**src/rtl/serial_logic16.sv**
```systemverilog
// Bit-serial 16-bit logic unit (NOT/AND/OR/NAND), one result bit per cycle, LSB first.
// Latency: 16 bit_valid cycles after start, done plus the parallel result one cycle later; start is ignored while busy.
module serial_logic16 (
    input  logic        clock,
    input  logic        reset,
    input  logic        start,
    input  logic [1:0]  op,
    input  logic [15:0] a,
    input  logic [15:0] b,
    output logic        busy,
    output logic        bit_out,
    output logic        bit_valid,
    output logic        done,
    output logic [15:0] out
);

    typedef enum logic [1:0] {IDLE, RUN, DONE} state_t;

    state_t      state;
    logic [3:0]  count;
    logic [15:0] a_q;
    logic [15:0] b_q;
    logic [1:0]  op_q;
    logic [15:0] shift;
    logic        res_bit;

    always_comb begin
        res_bit = 1'b0;
        case (op_q)
            2'b00:   res_bit = ~a_q[count];
            2'b01:   res_bit = a_q[count] & b_q[count];
            2'b10:   res_bit = a_q[count] | b_q[count];
            default: res_bit = ~(a_q[count] & b_q[count]);
        endcase
    end

    always_ff @(posedge clock) begin
        if (reset) begin
            state     <= IDLE;
            count     <= 4'd0;
            a_q       <= 16'd0;
            b_q       <= 16'd0;
            op_q      <= 2'd0;
            shift     <= 16'd0;
            out       <= 16'd0;
            bit_out   <= 1'b0;
            bit_valid <= 1'b0;
            done      <= 1'b0;
            busy      <= 1'b0;
        end else begin
            done      <= 1'b0;
            bit_valid <= 1'b0;
            case (state)
                IDLE: begin
                    if (start) begin
                        a_q   <= a;
                        b_q   <= b;
                        op_q  <= op;
                        count <= 4'd0;
                        busy  <= 1'b1;
                        state <= RUN;
                    end
                end
                RUN: begin
                    // Shifting in from the MSB end leaves bit k at position k after 16 cycles.
                    bit_out   <= res_bit;
                    bit_valid <= 1'b1;
                    shift     <= {res_bit, shift[15:1]};
                    count     <= count + 4'd1;
                    if (count == 4'd15)
                        state <= DONE;
                end
                DONE: begin
                    out   <= shift;
                    done  <= 1'b1;
                    busy  <= 1'b0;
                    state <= IDLE;
                end
                default: state <= IDLE;
            endcase
        end
    end

endmodule
```
**config.mk**
```make
export PLATFORM = sky130hd
export DESIGN_NAME = serial_logic16
export DESIGN_NICKNAME = d
export VERILOG_FILES = /design/src/rtl/serial_logic16.sv
export SDC_FILE = /design/constraint.sdc
export NUM_CORES = 1
export LEC_CHECK = 0
export CAP_MARGIN = 5
export CORE_ASPECT_RATIO = 0.5
export CORE_UTILIZATION = 55
export DETAILED_ROUTE_END_ITERATION = 8
export MAX_ROUTING_LAYER = met4
export PLACE_DENSITY = 0.85
export SETUP_SLACK_MARGIN = 0.05
export SLEW_MARGIN = 25
export SYNTH_ARGS = -nofsm -noshare
export SYNTH_HDL_FRONTEND = slang
export SYNTH_SLANG_ARGS = --single-unit
```
**constraint.sdc**
```tcl
create_clock -name clock -period 5.55 [get_ports clock]
set_input_delay 0.555 -clock clock [delete_from_list [all_inputs] [get_ports clock]]
set_output_delay 0.555 -clock clock [all_outputs]
set_load 0.005 [all_outputs]
```
==> report_table.html, run 1 <==
<table>
<tr><th>Metric</th><th>Value</th></tr>
<tr><th colspan="2">Floorplanning</th></tr>
<tr><td>Area of the core</td><td>5020 um2</td></tr>
<tr><td>Row count</td><td>18</td></tr>
<tr><td>Starting density of the core</td><td>58.2%</td></tr>
<tr><td>Io pins</td><td>57</td></tr>
<tr><td>DIE AREA</td><td>5630 um2</td></tr>
<tr><td>Die H</td><td>53.6 um</td></tr>
<tr><td>Die boundary width</td><td>105 um</td></tr>
<tr><th colspan="2">Detailed routing</th></tr>
<tr><td>Post-detailed-route DRC marker count</td><td>0</td></tr>
<tr><td>Average detailed-routed wire length per instance</td><td>12.5 um</td></tr>
<tr><td>Via/cell ratio</td><td>5.25</td></tr>
<tr><td>Pre-Repair DR Iteration Count</td><td>4</td></tr>
<tr><td>ANT nets after route</td><td>0</td></tr>
<tr><td>Post-Route WL</td><td>5980 um</td></tr>
<tr><td>DR vias</td><td>2,506</td></tr>
<tr><td>Initial drt markers</td><td>133</td></tr>
<tr><th colspan="2">Place</th></tr>
<tr><td>DPL Wire Length</td><td>4070 um</td></tr>
<tr><td>Placed inst area</td><td>3480 um2</td></tr>
<tr><td>Final RePlAce weighted congestion</td><td>0.774</td></tr>
<tr><td>Worst Setup Slack post-DPL</td><td>3440 ps</td></tr>
<tr><td>IO Port Bufs</td><td>56</td></tr>
<tr><th colspan="2">Cells and area</th></tr>
<tr><td>Fill cell total of the finished layout</td><td>405</td></tr>
<tr><td>Share of the core filled with cells</td><td>73.6%</td></tr>
<tr><td>N_diodes</td><td>0</td></tr>
<tr><td>Area Growth Syn to Fin</td><td>26.3%</td></tr>
<tr><td># nets final</td><td>440</td></tr>
<tr><td>Sequential Area</td><td>1500 um2</td></tr>
<tr><td>Final standard cell area without fillers</td><td>3700 um2</td></tr>
<tr><td>Total area of multi-input combinational cells</td><td>1310 um2</td></tr>
<tr><td>Share of layout cells above drive strength 1</td><td>7.62%</td></tr>
<tr><th colspan="2">Pwr</th></tr>
<tr><td>Leakage dissipation</td><td>1.30 nW</td></tr>
<tr><td>Switching power</td><td>0.266 mW</td></tr>
<tr><td>Internal cell power</td><td>0.841 mW</td></tr>
<tr><td>Clock share of power</td><td>39.3%</td></tr>
<tr><td>Switching portion of total power</td><td>24.0%</td></tr>
<tr><td>P per Cell Area</td><td>300 nW/um2</td></tr>
<tr><td>Share of power burned in combinational logic</td><td>9.1%</td></tr>
<tr><td>Maximum resistive drop on vdd</td><td>0.198 mV</td></tr>
<tr><td>Seq pwr share</td><td>51.5%</td></tr>
<tr><th colspan="2">Global route</th></tr>
<tr><td>Number of antenna violations at the first check in global routing</td><td>0</td></tr>
<tr><td>Pin count of the biggest net entering global routing</td><td>76</td></tr>
<tr><td>Global-route wire length before repair</td><td>9690 um</td></tr>
<tr><td>GRT met2 Usage</td><td>43.2%</td></tr>
<tr><td>Number of global-route vias before repair</td><td>2,254</td></tr>
<tr><td>All-layer global routing usage</td><td>23.4%</td></tr>
<tr><td>Most used routing layer in global routing</td><td>met2</td></tr>
<tr><td>GR Util met1</td><td>24.5%</td></tr>
<tr><td>Global-route track usage on met3</td><td>8.47%</td></tr>
<tr><td>Overflow left after global routing</td><td>0</td></tr>
<tr><th colspan="2">Clocking</th></tr>
<tr><td>Root buffer cell</td><td>clkbuf_8</td></tr>
<tr><td>Number of buffers created by CTS</td><td>9</td></tr>
<tr><td># H-tree levels</td><td>3</td></tr>
<tr><td>Setup Buffers After CTS</td><td>0</td></tr>
<tr><td>Insertion delay of the later-clocked pin in the worst-skew pair</td><td>350 ps</td></tr>
<tr><td>Clock-pin transition on the worst setup and hold timing paths</td><td>80 ps</td></tr>
<tr><td>Number of cells upsized or downsized after cts</td><td>0</td></tr>
<tr><td>Clock tree buffer depth</td><td>2</td></tr>
<tr><td>Clock tree from TritonCTS</td><td>yes</td></tr>
<tr><td>CTS Hold Bufs</td><td>0</td></tr>
<tr><td>Sink count of the clock tree</td><td>75</td></tr>
<tr><th colspan="2">Synthesis</th></tr>
<tr><td>Cells after Synth</td><td>361</td></tr>
<tr><td>Count of state elements after synthesis</td><td>75</td></tr>
<tr><td>Largest cells by area after synthesis</td><td>dfxtp_1 51%, nand2_1 17%, a21oi_1 12%, mux4_2 4.6%, clkbuf_1 3.1%</td></tr>
<tr><td>Synthesized netlist net count</td><td>399</td></tr>
<tr><td>Post-synthesis async set-or-reset flop share</td><td>0%</td></tr>
<tr><td>Number of enable-type register cells in the synthesized netlist</td><td>0</td></tr>
<tr><td>Most common cell in the netlist</td><td>nand2_1</td></tr>
<tr><td>Mapped cell area</td><td>2930 um2</td></tr>
<tr><td>Post-synthesis sequential area ratio</td><td>51.3%</td></tr>
<tr><td>Cell type with the highest aggregate area in the netlist</td><td>dfxtp_1</td></tr>
<tr><td>Unique masters post-synth</td><td>27</td></tr>
<tr><td>Number of warnings issued by yosys</td><td>0</td></tr>
<tr><td>Post-synth top flop</td><td>dfxtp_1</td></tr>
<tr><td>Yosys top cell area share</td><td>51.3%</td></tr>
<tr><td>Top post-synthesis cells by count</td><td>136 x nand2_1, 75 x dfxtp_1, 71 x a21oi_1</td></tr>
<tr><td>Average footprint of a synthesized cell</td><td>8.10 um2</td></tr>
<tr><th colspan="2">STA</th></tr>
<tr><td>Fraction of the cycle the final worst path needs</td><td>38.1%</td></tr>
<tr><td>Slew margin rel.</td><td>45.6%</td></tr>
<tr><td>Unrepaired setup endpoints after global routing</td><td>false</td></tr>
<tr><td>Min Tclk post-route</td><td>2120 ps</td></tr>
<tr><td>Sum Neg Setup Slack</td><td>0 ps</td></tr>
<tr><td>Count of pins over their slew limit</td><td>0</td></tr>
<tr><td>Worst Clk Skew</td><td>6.06 ps</td></tr>
<tr><td>Setup slack of the critical path after layout</td><td>3430 ps</td></tr>
<tr><td>Final setup viols</td><td>0</td></tr>
<tr><td>Hold slack final</td><td>454 ps</td></tr>
<tr><td>Fmax</td><td>473 MHz</td></tr>
<tr><td>Slew @ Worst Pin</td><td>816 ps</td></tr>
<tr><td>Final hold viol count</td><td>0</td></tr>
<tr><th colspan="2">Critical path</th></tr>
<tr><td>CP required</td><td>5830 ps</td></tr>
<tr><td>Arrival time reported for the critical path endpoint</td><td>2400 ps</td></tr>
<tr><td>Crit path buffers/inverters</td><td>0</td></tr>
<tr><td>Peak fanout along the critical path</td><td>11</td></tr>
<tr><td>Kind of start point of the critical path</td><td>flop</td></tr>
<tr><td>CP peak stage delay</td><td>670 ps</td></tr>
<tr><td>Slowest library cell on the worst path</td><td>dfxtp_1</td></tr>
<tr><td>FF-to-FF Start</td><td>count[0]</td></tr>
<tr><td>Critical path endpoint</td><td>bit_out</td></tr>
<tr><td>Crit-path leading delay family</td><td>multiplexers</td></tr>
<tr><td>Crit. Startpoint</td><td>count[0]</td></tr>
<tr><td>Type of destination of the critical path</td><td>flop</td></tr>
<tr><td>Endpoint of the most critical register-to-register path</td><td>bit_out</td></tr>
<tr><td>Category of the most critical setup path</td><td>flop to flop</td></tr>
<tr><td>Worst setup slack for register-to-register paths</td><td>3430 ps</td></tr>
<tr><td>Number of cells on the critical path</td><td>5</td></tr>
<tr><td>Cell chain of the critical path</td><td>mux4_2 &gt; a22oi_1 &gt; nand2_1 &gt; mux2_4 &gt; nor3_2</td></tr>
<tr><td>Worst r2r path cells</td><td>5</td></tr>
<tr><th colspan="2">Min path</th></tr>
<tr><td>Hold/Removal Path Class</td><td>flop to flop</td></tr>
<tr><th colspan="2">Status</th></tr>
<tr><td>Outcome</td><td>completed</td></tr>
<tr><th colspan="2">Job</th></tr>
<tr><td>Maximum Capacitance Violations</td><td>0</td></tr>
</table>
## worst min path at each step
| stage | from | endpoint | cells past startpoint |
|---|---|---|---|
| after detailed placement | a_q[4] | a_q[4] | 2 |
| after global placement | b_q[7] | b_q[7] | 2 |
| after CTS | a_q[4] | a_q[4] | 2 |
| after floorplan | shift[0] | out[0] | 2 |
| after global routing | a_q[2] | a_q[2] | 2 |
| final | out[11] | out[11] | 2 |
## cells by family after synthesis
group,Yosys count,share of synthesized area [%]
and+or+nand+nor,163,22.5
AOI/OAI and AO/OA,77,13.6
DFF,75,51.3
buffers and inverters,30,4.15
muxes,15,7.91
adders and majority gates,1,0.428
## registers in the layout (all words and copies together) (netlist names)
name	cells
op_q	2
count	4
done	1
a_q	16
b_q	16
out	16
busy	1
bit_out	1
bit_valid	1
state	2
shift	15
## layout by cell type (no fill, tap or decap), drive strengths merged, types with 3 or more instances in the layout
cell type      Yosys  layout
clkbuf            24      11
inv                2       3
a21oi             71      71
dfxtp             75      75
nand2            136     136
mux4               6       6
nor2               9       9
buf                4       3
nor2b              3       3
clkdlybuf4s50      0      55
mux2i              7       7
nand3              5       5
nor3               3       3
## layout make-up
class,count,share of cell area [%]
repair buffers,58,15.7
clock inverters,5,1.62
clock buffers,11,4.10
well taps,70,2.37
flip-flops and latches,75,40.6
inverters,2,0.203
multi-input cells,256,35.4
## power groups by stage
stage          clock (mW)  combinational (mW)  sequential, mW
2_1_floorplan           0              0.0638           0.577
3_3_place_gp            0              0.0957           0.581
3_5_place_dp            0               0.101           0.583
4_1_cts             0.445               0.101           0.570
5_1_grt             0.467               0.112           0.573
6_report            0.435               0.101           0.571
## metal layers
| layer | vias up | wire (um) | share of wire, % |
|---|---|---|---|
| li1 | 1269 | - | - |
| met1 | 1166 | 2590 | 43 |
| met2 | 65 | 3040 | 51 |
| met3 | 6 | 314 | 5.2 |
| met4 | 0 | 38 | 0.64 |
| met5 | - | 0 | 0 |
## worst min-delay path, stage by stage, from the launching register on
cell and delay (ps):
dfxtp_1 310, nand2_1 50, a21oi_1 50
## stage by stage
step           total power [mW]  cells
6_report                   1.11    477
5_1_grt                    1.15    477
4_1_cts                    1.12    477
3_5_place_dp              0.684    461
3_3_place_gp              0.677    460
2_1_floorplan             0.640    361
Power figures use the tool's default switching activity.
==> inputs of run 2 (changes only) <==
Settings changed: CORE_UTILIZATION 55 to 46, PLACE_DENSITY 0.85 to 0.76.
Clock period 5.55 ns to 1.8 ns, I/O delays scaled along.
==> run 2 against run 1 <==
Effect of this change: flip-flop and latch count unchanged; clock skew decreased by 0.91 ps; final cell count increased by 6.9%; clock-buffer cell count unchanged; power increased to 3.6 times the previous value; via count increased by 3.2%; register-to-register slack got worse by 3400 ps; die area increased by 19%; wire length increased by 8.5%; cell area increased by 8.4%; sequential share of layout area decreased by 3.1 points; highest routed layer unchanged.
==> report_table.html, run 2 (same netlist as run 1, synthesis figures left out) <==
<table>
<tr><th>Metric</th><th>Value</th></tr>
<tr><th colspan="2">Detailed routing</th></tr>
<tr><td>Average detailed-routed wire length per instance</td><td>12.7 um (+1.5%)</td></tr>
<tr><td>DR vias</td><td>2,585 (+3.2%)</td></tr>
<tr><td>Pre-Repair DR Iteration Count</td><td>7 (+3)</td></tr>
<tr><td>Post-Route WL</td><td>6490 um (+8.5%)</td></tr>
<tr><td>Via/cell ratio</td><td>5.07 (-3.5%)</td></tr>
<tr><td>Initial drt markers</td><td>211 (+59%)</td></tr>
<tr><td>ANT nets after route</td><td>0 (unchanged)</td></tr>
<tr><td>Post-detailed-route DRC marker count</td><td>0 (unchanged)</td></tr>
<tr><th colspan="2">Floorplanning</th></tr>
<tr><td>Die boundary width</td><td>115 um (+9.2%)</td></tr>
<tr><td>Area of the core</td><td>6110 um2 (+22%)</td></tr>
<tr><td>Io pins</td><td>57 (unchanged)</td></tr>
<tr><td>Row count</td><td>20 (+2)</td></tr>
<tr><td>DIE AREA</td><td>6700 um2 (+19%)</td></tr>
<tr><td>Starting density of the core</td><td>47.9% (-10 points)</td></tr>
<tr><td>Die H</td><td>58.4 um (+9.0%)</td></tr>
<tr><th colspan="2">Cells and area</th></tr>
<tr><td>Registers with the most flip-flops</td><td>a_q (16), b_q (16), out (16)</td></tr>
<tr><td>Final standard cell count with taps included and fillers excluded</td><td>510 (+6.9%)</td></tr>
<tr><td>Fill cell total of the finished layout</td><td>554 (+37%)</td></tr>
<tr><td>Highest-count cells in the layout ignoring fill and taps</td><td>135 x nand2_1, 73 x dfxtp_1, 71 x a21oi_1</td></tr>
<tr><td>Total area of multi-input combinational cells</td><td>1340 um2 (+2.8%)</td></tr>
<tr><td>Most common library cell in the layout ignoring fill and taps</td><td>nand2_1</td></tr>
<tr><td>Share of layout cells above drive strength 1</td><td>12.3% (+4.7 points)</td></tr>
<tr><td># nets final</td><td>455 (+3.4%)</td></tr>
<tr><td>Area Growth Syn to Fin</td><td>37.0%</td></tr>
<tr><td>Sequential Area</td><td>1500 um2 (+0.17%)</td></tr>
<tr><td>N_diodes</td><td>0 (unchanged)</td></tr>
<tr><th colspan="2">Clocking</th></tr>
<tr><td>Insertion delay of the later-clocked pin in the worst-skew pair</td><td>330 ps (-20 ps)</td></tr>
<tr><td># H-tree levels</td><td>3 (unchanged)</td></tr>
<tr><td>Clock-pin transition on the worst setup and hold timing paths</td><td>50 ps (-30 ps)</td></tr>
<tr><td>Clock tree buffer depth</td><td>2 (unchanged)</td></tr>
<tr><td>Root buffer cell</td><td>clkbuf_16</td></tr>
<tr><td>CTS Hold Bufs</td><td>0 (unchanged)</td></tr>
<tr><td>Sink count of the clock tree</td><td>75 (unchanged)</td></tr>
<tr><td>Number of buffers created by CTS</td><td>9 (unchanged)</td></tr>
<tr><td>Clock tree from TritonCTS</td><td>yes</td></tr>
<tr><th colspan="2">Place</th></tr>
<tr><td>DPL Wire Length</td><td>4450 um (+9.5%)</td></tr>
<tr><td>Worst Setup Slack post-DPL</td><td>-10.9 ps (-3450 ps)</td></tr>
<tr><td>IO Port Bufs</td><td>56 (unchanged)</td></tr>
<tr><td>Post-Place Cells</td><td>492 (+6.7%)</td></tr>
<tr><td>Final RePlAce weighted congestion</td><td>0.873 (+13%)</td></tr>
<tr><th colspan="2">Critical path</th></tr>
<tr><td>Category of the most critical setup path</td><td>flop to flop</td></tr>
<tr><td>Worst setup slack for register-to-register paths</td><td>30 ps (-3410 ps)</td></tr>
<tr><td>Cell chain of the critical path</td><td>buf_4 &gt; nor2b_2 &gt; a221oi_2 &gt; a22oi_2 &gt; nand2_2 &gt; mux2_4 &gt; nor3_2</td></tr>
<tr><td>CP peak stage delay</td><td>330 ps (-340 ps)</td></tr>
<tr><td>Kind of start point of the critical path</td><td>flop</td></tr>
<tr><td>Slowest library cell on the worst path</td><td>dfxtp_2</td></tr>
<tr><td>Type of destination of the critical path</td><td>flop</td></tr>
<tr><td>Arrival time reported for the critical path endpoint</td><td>2040 ps (-360 ps)</td></tr>
<tr><td>Worst r2r path cells</td><td>7 (+2)</td></tr>
<tr><td>Peak fanout along the critical path</td><td>7 (-4)</td></tr>
<tr><td>CP required</td><td>2060 ps (-3770 ps)</td></tr>
<tr><th colspan="2">Pwr</th></tr>
<tr><td>Clock share of power</td><td>46.0% (+6.7 points)</td></tr>
<tr><td>Maximum resistive drop on vdd</td><td>0.528 mV (+170%)</td></tr>
<tr><td>P per Cell Area</td><td>987 nW/um2 (+230%)</td></tr>
<tr><td>Seq pwr share</td><td>44.6% (-6.9 points)</td></tr>
<tr><td>Switching power</td><td>0.886 mW (+230%)</td></tr>
<tr><td>Internal cell power</td><td>3.07 mW (+260%)</td></tr>
<tr><td>Share of power burned in combinational logic</td><td>9.4% (+0.3 points)</td></tr>
<tr><td>Leakage dissipation</td><td>1.43 nW (+11%)</td></tr>
<tr><td>Switching portion of total power</td><td>22.4% (-1.6 points)</td></tr>
<tr><th colspan="2">STA</th></tr>
<tr><td>Slew @ Worst Pin</td><td>395 ps (-421 ps)</td></tr>
<tr><td>Unrepaired setup endpoints after global routing</td><td>true</td></tr>
<tr><td>Count of pins over their slew limit</td><td>0 (unchanged)</td></tr>
<tr><td>Fraction of the cycle the final worst path needs</td><td>98.6% (+60 points)</td></tr>
<tr><td>Final setup viols</td><td>0 (unchanged)</td></tr>
<tr><td>Setup slack of the critical path after layout</td><td>25.1 ps (-3410 ps)</td></tr>
<tr><td>Slew margin rel.</td><td>73.7% (+28 points)</td></tr>
<tr><td>Min Tclk post-route</td><td>1770 ps (-340 ps)</td></tr>
<tr><td>Fmax</td><td>563 MHz (+19%)</td></tr>
<tr><td>Worst Clk Skew</td><td>5.15 ps (-0.912 ps)</td></tr>
<tr><td>Final hold viol count</td><td>0 (unchanged)</td></tr>
<tr><th colspan="2">Global route</th></tr>
<tr><td>Number of antenna violations at the first check in global routing</td><td>0 (unchanged)</td></tr>
<tr><td>All-layer global routing usage</td><td>21.7% (-1.6 points)</td></tr>
<tr><td>Pin count of the biggest net entering global routing</td><td>39 (-49%)</td></tr>
<tr><td>Overflow left after global routing</td><td>0 (unchanged)</td></tr>
<tr><td>Global-route wire length before repair</td><td>10,700 um (+10%)</td></tr>
<tr><td>Number of global-route vias before repair</td><td>2,415 (+7.1%)</td></tr>
<tr><th colspan="2">Min path</th></tr>
<tr><td>Hold/Removal Path Class</td><td>input port to flop</td></tr>
<tr><td>Worst hold path cell count</td><td>2 (unchanged)</td></tr>
<tr><th colspan="2">Job</th></tr>
<tr><td>Maximum Capacitance Violations</td><td>0 (unchanged)</td></tr>
<tr><th colspan="2">Status</th></tr>
<tr><td>Outcome</td><td>completed</td></tr>
</table>
run 2: cell count changes in the layout (fill, tap and decap cells not counted), sizes merged:
cell,before,now
buf,3,18
run 2: layer usage:
| metal | track usage (%) | vias to the layer above | part of all wire [%] |
|---|---|---|---|
| li1 | - | 1303 | - |
| met1 | 25.0 | 1207 | 45 |
| met2 | 36.3 | 69 | 49 |
| met3 | 6.39 | 6 | 4.8 |
| met4 | 8.91 | 0 | 0.82 |
| met5 | - | - | 0 |
run 2: power by group through the flow:
stage          Sequential (mW)  Clock, mW  Combinational, mW
3_3_place_gp              1.79          0              0.337
6_report                  1.76       1.82              0.373
3_5_place_dp              1.79          0              0.350
5_1_grt                   1.76       1.92              0.410
2_1_floorplan             1.78          0              0.197
4_1_cts                   1.76       1.86              0.366
run 2: cell type report:
| cell class | instances | area share, % |
|---|---|---|
| well taps | 88 | 2.75 |
| flip-flops and latches | 75 | 37.5 |
| multi-input cells | 256 | 33.5 |
| inverters | 2 | 0.187 |
| clock buffers | 11 | 6.31 |
| clock inverters | 5 | 1.50 |
| repair buffers | 73 | 18.2 |
run 2: worst paths after layout:
check	from	end
setup / recovery	count[1]	bit_out
hold / removal	reset	a_q[15]
setup reg to reg	count[1]	bit_out
hold reg to reg	out[10]	out[10]
run 2: timing repair:
item | 4_1_cts | 5_1_grt
resized for setup | 9 | 4
pin swaps | 3 | 5
setup endpoints to repair | 1 | 1
setup buffers | 2 | 0
run 2: critical path: cells and delay by family, from the launching register on:
family                 cells  cell delay [ps]
muxes                      1              300
AOI/OAI and AO/OA          2              460
DFF                        1              330
buffers and inverters      1              160
and+or+nand+nor            3              440
run 2: stage by stage:
stage / area (um2) / util, % / setup TNS (ps) / total power, mW / hold WS, ps
global route: 4010 / 65.6 / -31.2 / 4.09 / 289
global placement: 3630 / 59.4 / 0 / 2.13 / 443
detailed placement: 3630 / 59.4 / -10.9 / 2.14 / 445
floorplan: 2930 / - / 0 / 1.97 / 316
CTS: 3990 / 65.3 / 0 / 3.99 / 252
finish: 4010 / 65.6 / 0 / 3.95 / 273
==> inputs of run 3 (changes only) <==
Settings changed: GPL_TIMING_DRIVEN from default to 0.
==> run 3 against run 2 <==
Effect of this change: the run now ends with DRC, setup timing left; wire length increased by 5.1%; core utilization grew 0.35 points; power shrank 0.42%; maximum frequency is 4.6% lower; sequential share of layout area decreased by 0.14 points; worst setup slack lost 86 ps; non-clock buffer count grew 18; clock-buffer cell count did not move; die area did not move; flip-flop and latch count unchanged; critical path depth increased by 1; critical path type unchanged; critical endpoint unchanged; largest cell class unchanged; highest routed layer unchanged.
==> report_table.html, run 3 (same netlist as run 1, synthesis figures left out) <==
<table>
<tr><th>Metric</th><th>Value</th></tr>
<tr><th colspan="2">Status</th></tr>
<tr><td>Outcome</td><td>finished with violations</td></tr>
<tr><td>Failing checks</td><td>DRC, setup timing</td></tr>
<tr><th colspan="2">Floorplanning</th></tr>
<tr><td>Area of the core</td><td>6110 um2 (unchanged)</td></tr>
<tr><td>Die boundary width</td><td>115 um (unchanged)</td></tr>
<tr><td>Row count</td><td>20 (unchanged)</td></tr>
<tr><td>Starting density of the core</td><td>47.9% (unchanged)</td></tr>
<tr><td>Die H</td><td>58.4 um (unchanged)</td></tr>
<tr><td>Io pins</td><td>57 (unchanged)</td></tr>
<tr><td>DIE AREA</td><td>6700 um2 (unchanged)</td></tr>
<tr><th colspan="2">Clocking</th></tr>
<tr><td># H-tree levels</td><td>3 (unchanged)</td></tr>
<tr><td>Clock tree buffer depth</td><td>2 (unchanged)</td></tr>
<tr><td>Root buffer cell</td><td>clkbuf_16</td></tr>
<tr><td>Number of buffers created by CTS</td><td>9 (unchanged)</td></tr>
<tr><td>Insertion delay of the later-clocked pin in the worst-skew pair</td><td>330 ps (about the same)</td></tr>
<tr><td>Clock tree from TritonCTS</td><td>yes</td></tr>
<tr><td>Sink count of the clock tree</td><td>75 (unchanged)</td></tr>
<tr><td>Clock-pin transition on the worst setup and hold timing paths</td><td>60 ps (about the same)</td></tr>
<tr><th colspan="2">STA</th></tr>
<tr><td>Slew margin rel.</td><td>62.7% (-11 points)</td></tr>
<tr><td>Setup slack of the critical path after layout</td><td>-60.5 ps (-85.6 ps)</td></tr>
<tr><td>Min Tclk post-route</td><td>1860 ps (+85.6 ps)</td></tr>
<tr><td>Slew @ Worst Pin</td><td>559 ps (+165 ps)</td></tr>
<tr><td>Final setup viols</td><td>1 (+1)</td></tr>
<tr><td>Final hold viol count</td><td>0 (unchanged)</td></tr>
<tr><td>Count of pins over their slew limit</td><td>0 (unchanged)</td></tr>
<tr><td>Fmax</td><td>537 MHz (-4.6%)</td></tr>
<tr><td>Worst Clk Skew</td><td>2.32 ps (-2.83 ps)</td></tr>
<tr><td>Fraction of the cycle the final worst path needs</td><td>103% (+4.8 points)</td></tr>
<tr><td>Unrepaired setup endpoints after global routing</td><td>true</td></tr>
<tr><th colspan="2">Pwr</th></tr>
<tr><td>P per Cell Area</td><td>977 nW/um2 (-0.95%)</td></tr>
<tr><td>Sum of internal, switching and leakage power</td><td>3.94 mW (-0.42%)</td></tr>
<tr><td>Leakage dissipation</td><td>1.43 nW (-0.17%)</td></tr>
<tr><td>Maximum resistive drop on vdd</td><td>0.520 mV (-1.4%)</td></tr>
<tr><th colspan="2">Min path</th></tr>
<tr><td>Worst hold path cell count</td><td>3 (+1)</td></tr>
<tr><td>Hold endpoint</td><td>b_q[13]</td></tr>
<tr><td>Hold/Removal Path Class</td><td>input port to flop</td></tr>
<tr><td>Hold path startpoint</td><td>b[13]</td></tr>
<tr><th colspan="2">Cells and area</th></tr>
<tr><td>Share of layout cells above drive strength 1</td><td>11.4% (-0.93 points)</td></tr>
<tr><td>Area Growth Syn to Fin</td><td>37.7%</td></tr>
<tr><td>Highest-count cells in the layout ignoring fill and taps</td><td>135 x nand2_1, 73 x dfxtp_1, 71 x a21oi_1</td></tr>
<tr><td>Fill cell total of the finished layout</td><td>531 (-4.2%)</td></tr>
<tr><td>Registers with the most flip-flops</td><td>a_q (16), b_q (16), out (16)</td></tr>
<tr><td>Final standard cell count with taps included and fillers excluded</td><td>527 (+3.3%)</td></tr>
<tr><td># nets final</td><td>473 (+4.0%)</td></tr>
<tr><td>N_diodes</td><td>0 (unchanged)</td></tr>
<tr><td>Most common library cell in the layout ignoring fill and taps</td><td>nand2_1</td></tr>
<tr><th colspan="2">Place</th></tr>
<tr><td>Worst Setup Slack post-DPL</td><td>-129 ps (-118 ps)</td></tr>
<tr><td>Post-Place Cells</td><td>505 (+2.6%)</td></tr>
<tr><td>IO Port Bufs</td><td>56 (unchanged)</td></tr>
<tr><td>Final RePlAce weighted congestion</td><td>0.772 (-12%)</td></tr>
<tr><td>DPL Wire Length</td><td>4750 um (+6.7%)</td></tr>
<tr><th colspan="2">Detailed routing</th></tr>
<tr><td>DR vias</td><td>2,611 (+1.0%)</td></tr>
<tr><td>Post-Route WL</td><td>6820 um (+5.1%)</td></tr>
<tr><td>Post-detailed-route DRC marker count</td><td>1 (+1)</td></tr>
<tr><td>Via/cell ratio</td><td>4.95 (-2.3%)</td></tr>
<tr><td>Pre-Repair DR Iteration Count</td><td>6 (-1)</td></tr>
<tr><td>Average detailed-routed wire length per instance</td><td>12.9 um (+1.7%)</td></tr>
<tr><td>Initial drt markers</td><td>232 (+10%)</td></tr>
<tr><td>ANT nets after route</td><td>0 (unchanged)</td></tr>
<tr><th colspan="2">Critical path</th></tr>
<tr><td>Worst setup slack for register-to-register paths</td><td>-60 ps (-90 ps)</td></tr>
<tr><td>Peak fanout along the critical path</td><td>7 (unchanged)</td></tr>
<tr><td>Category of the most critical setup path</td><td>flop to flop</td></tr>
<tr><td>Type of destination of the critical path</td><td>flop</td></tr>
<tr><td>CP required</td><td>2060 ps (about the same)</td></tr>
<tr><td>Worst r2r path cells</td><td>8 (+1)</td></tr>
<tr><td>FF-to-FF Start</td><td>count[0]</td></tr>
<tr><td>Kind of start point of the critical path</td><td>flop</td></tr>
<tr><td>Endpoint of the most critical register-to-register path</td><td>bit_out</td></tr>
<tr><td>Arrival time reported for the critical path endpoint</td><td>2120 ps (+80 ps)</td></tr>
<tr><th colspan="2">Global route</th></tr>
<tr><td>Overflow left after global routing</td><td>0 (unchanged)</td></tr>
<tr><td>Pin count of the biggest net entering global routing</td><td>13 (-67%)</td></tr>
<tr><td>All-layer global routing usage</td><td>22.6% (+0.82 points)</td></tr>
<tr><td>Number of antenna violations at the first check in global routing</td><td>0 (unchanged)</td></tr>
<tr><td>Number of global-route vias before repair</td><td>2,400 (-0.62%)</td></tr>
<tr><td>Global-route wire length before repair</td><td>11,100 um (+3.9%)</td></tr>
<tr><th colspan="2">Job</th></tr>
<tr><td>Maximum Capacitance Violations</td><td>0 (unchanged)</td></tr>
</table>
==> run 3: layout make-up <==
| type | instances | area (um2) | area share, % |
|---|---|---|---|
| plain buffers | 26 | 116 | 2.89 |
| clock buffers | 11 | 253 | 6.28 |
| clock inverters | 4 | 50.0 | 1.24 |
| inverters | 2 | 7.51 | 0.186 |
| multi-input cells | 256 | 1340 | 33.2 |
| flip-flops and latches | 75 | 1510 | 37.4 |
| well taps | 88 | 110 | 2.73 |
| repair buffers | 65 | 648 | 16.1 |
==> run 3: worst max path at each step <==
stage	depth (start not counted)	from	endpoint	slack, ps
after global placement	6	count[0]	bit_out	-80
final	8	count[0]	bit_out	-60
after detailed placement	7	count[1]	bit_out	-130
after CTS	7	count[0]	bit_out	20
after global routing	8	count[0]	bit_out	-140
after floorplan	6	count[0]	bit_out	60
==> run 3: metrics by stage <==
step | instance area (um2) | setup TNS, ps | utilization (%) | hold slack, ps
3_3_place_gp | 3600 | -233 | 58.9 | 439
3_5_place_dp | 3600 | -565 | 58.9 | 446
6_report | 4030 | -60.5 | 66.0 | 395
4_1_cts | 4000 | 0 | 65.5 | 385
2_1_floorplan | 2930 | 0 | - | 316
5_1_grt | 4030 | -144 | 66.0 | 393
==> run 3: power by group <==
group / switching [mW] / total (mW) / internal (mW) / leakage (nW)
Combinational: 0.187 / 0.381 / 0.193 / 0.676
Sequential: 0.0400 / 1.76 / 1.72 / 0.612
Clock: 0.659 / 1.80 / 1.14 / 0.144
==> run 3: worst max-delay path: stages, from the launching register on <==
cell	delay, ps
dfxtp_4	380
buf_6	130
mux2i_2	140
a221oi_2	340
buf_4	170
a22oi_2	50
nand2_2	120
mux2_4	310
nor3_2	160
==> run 3: timing repair <==
action                                  in CTS  in global routing
buffers inserted                             7                  2
pin swaps                                    4                  2
endpoints found under the setup margin       1                 25
hold buffers                                 0                  0
resized for setup                           10                 18
==> run 3: routing by layer <==
metal | routed length [um] | track usage [%] | share of wire [%] | vias up
met2 | 3270 | 37.1 | 48 | 74
met5 | 0 | - | 0 | -
li1 | - | - | - | 1335
met1 | 3120 | 27.0 | 46 | 1198
met3 | 382 | 6.59 | 5.6 | 4
met4 | 48 | 7.42 | 0.70 | 0
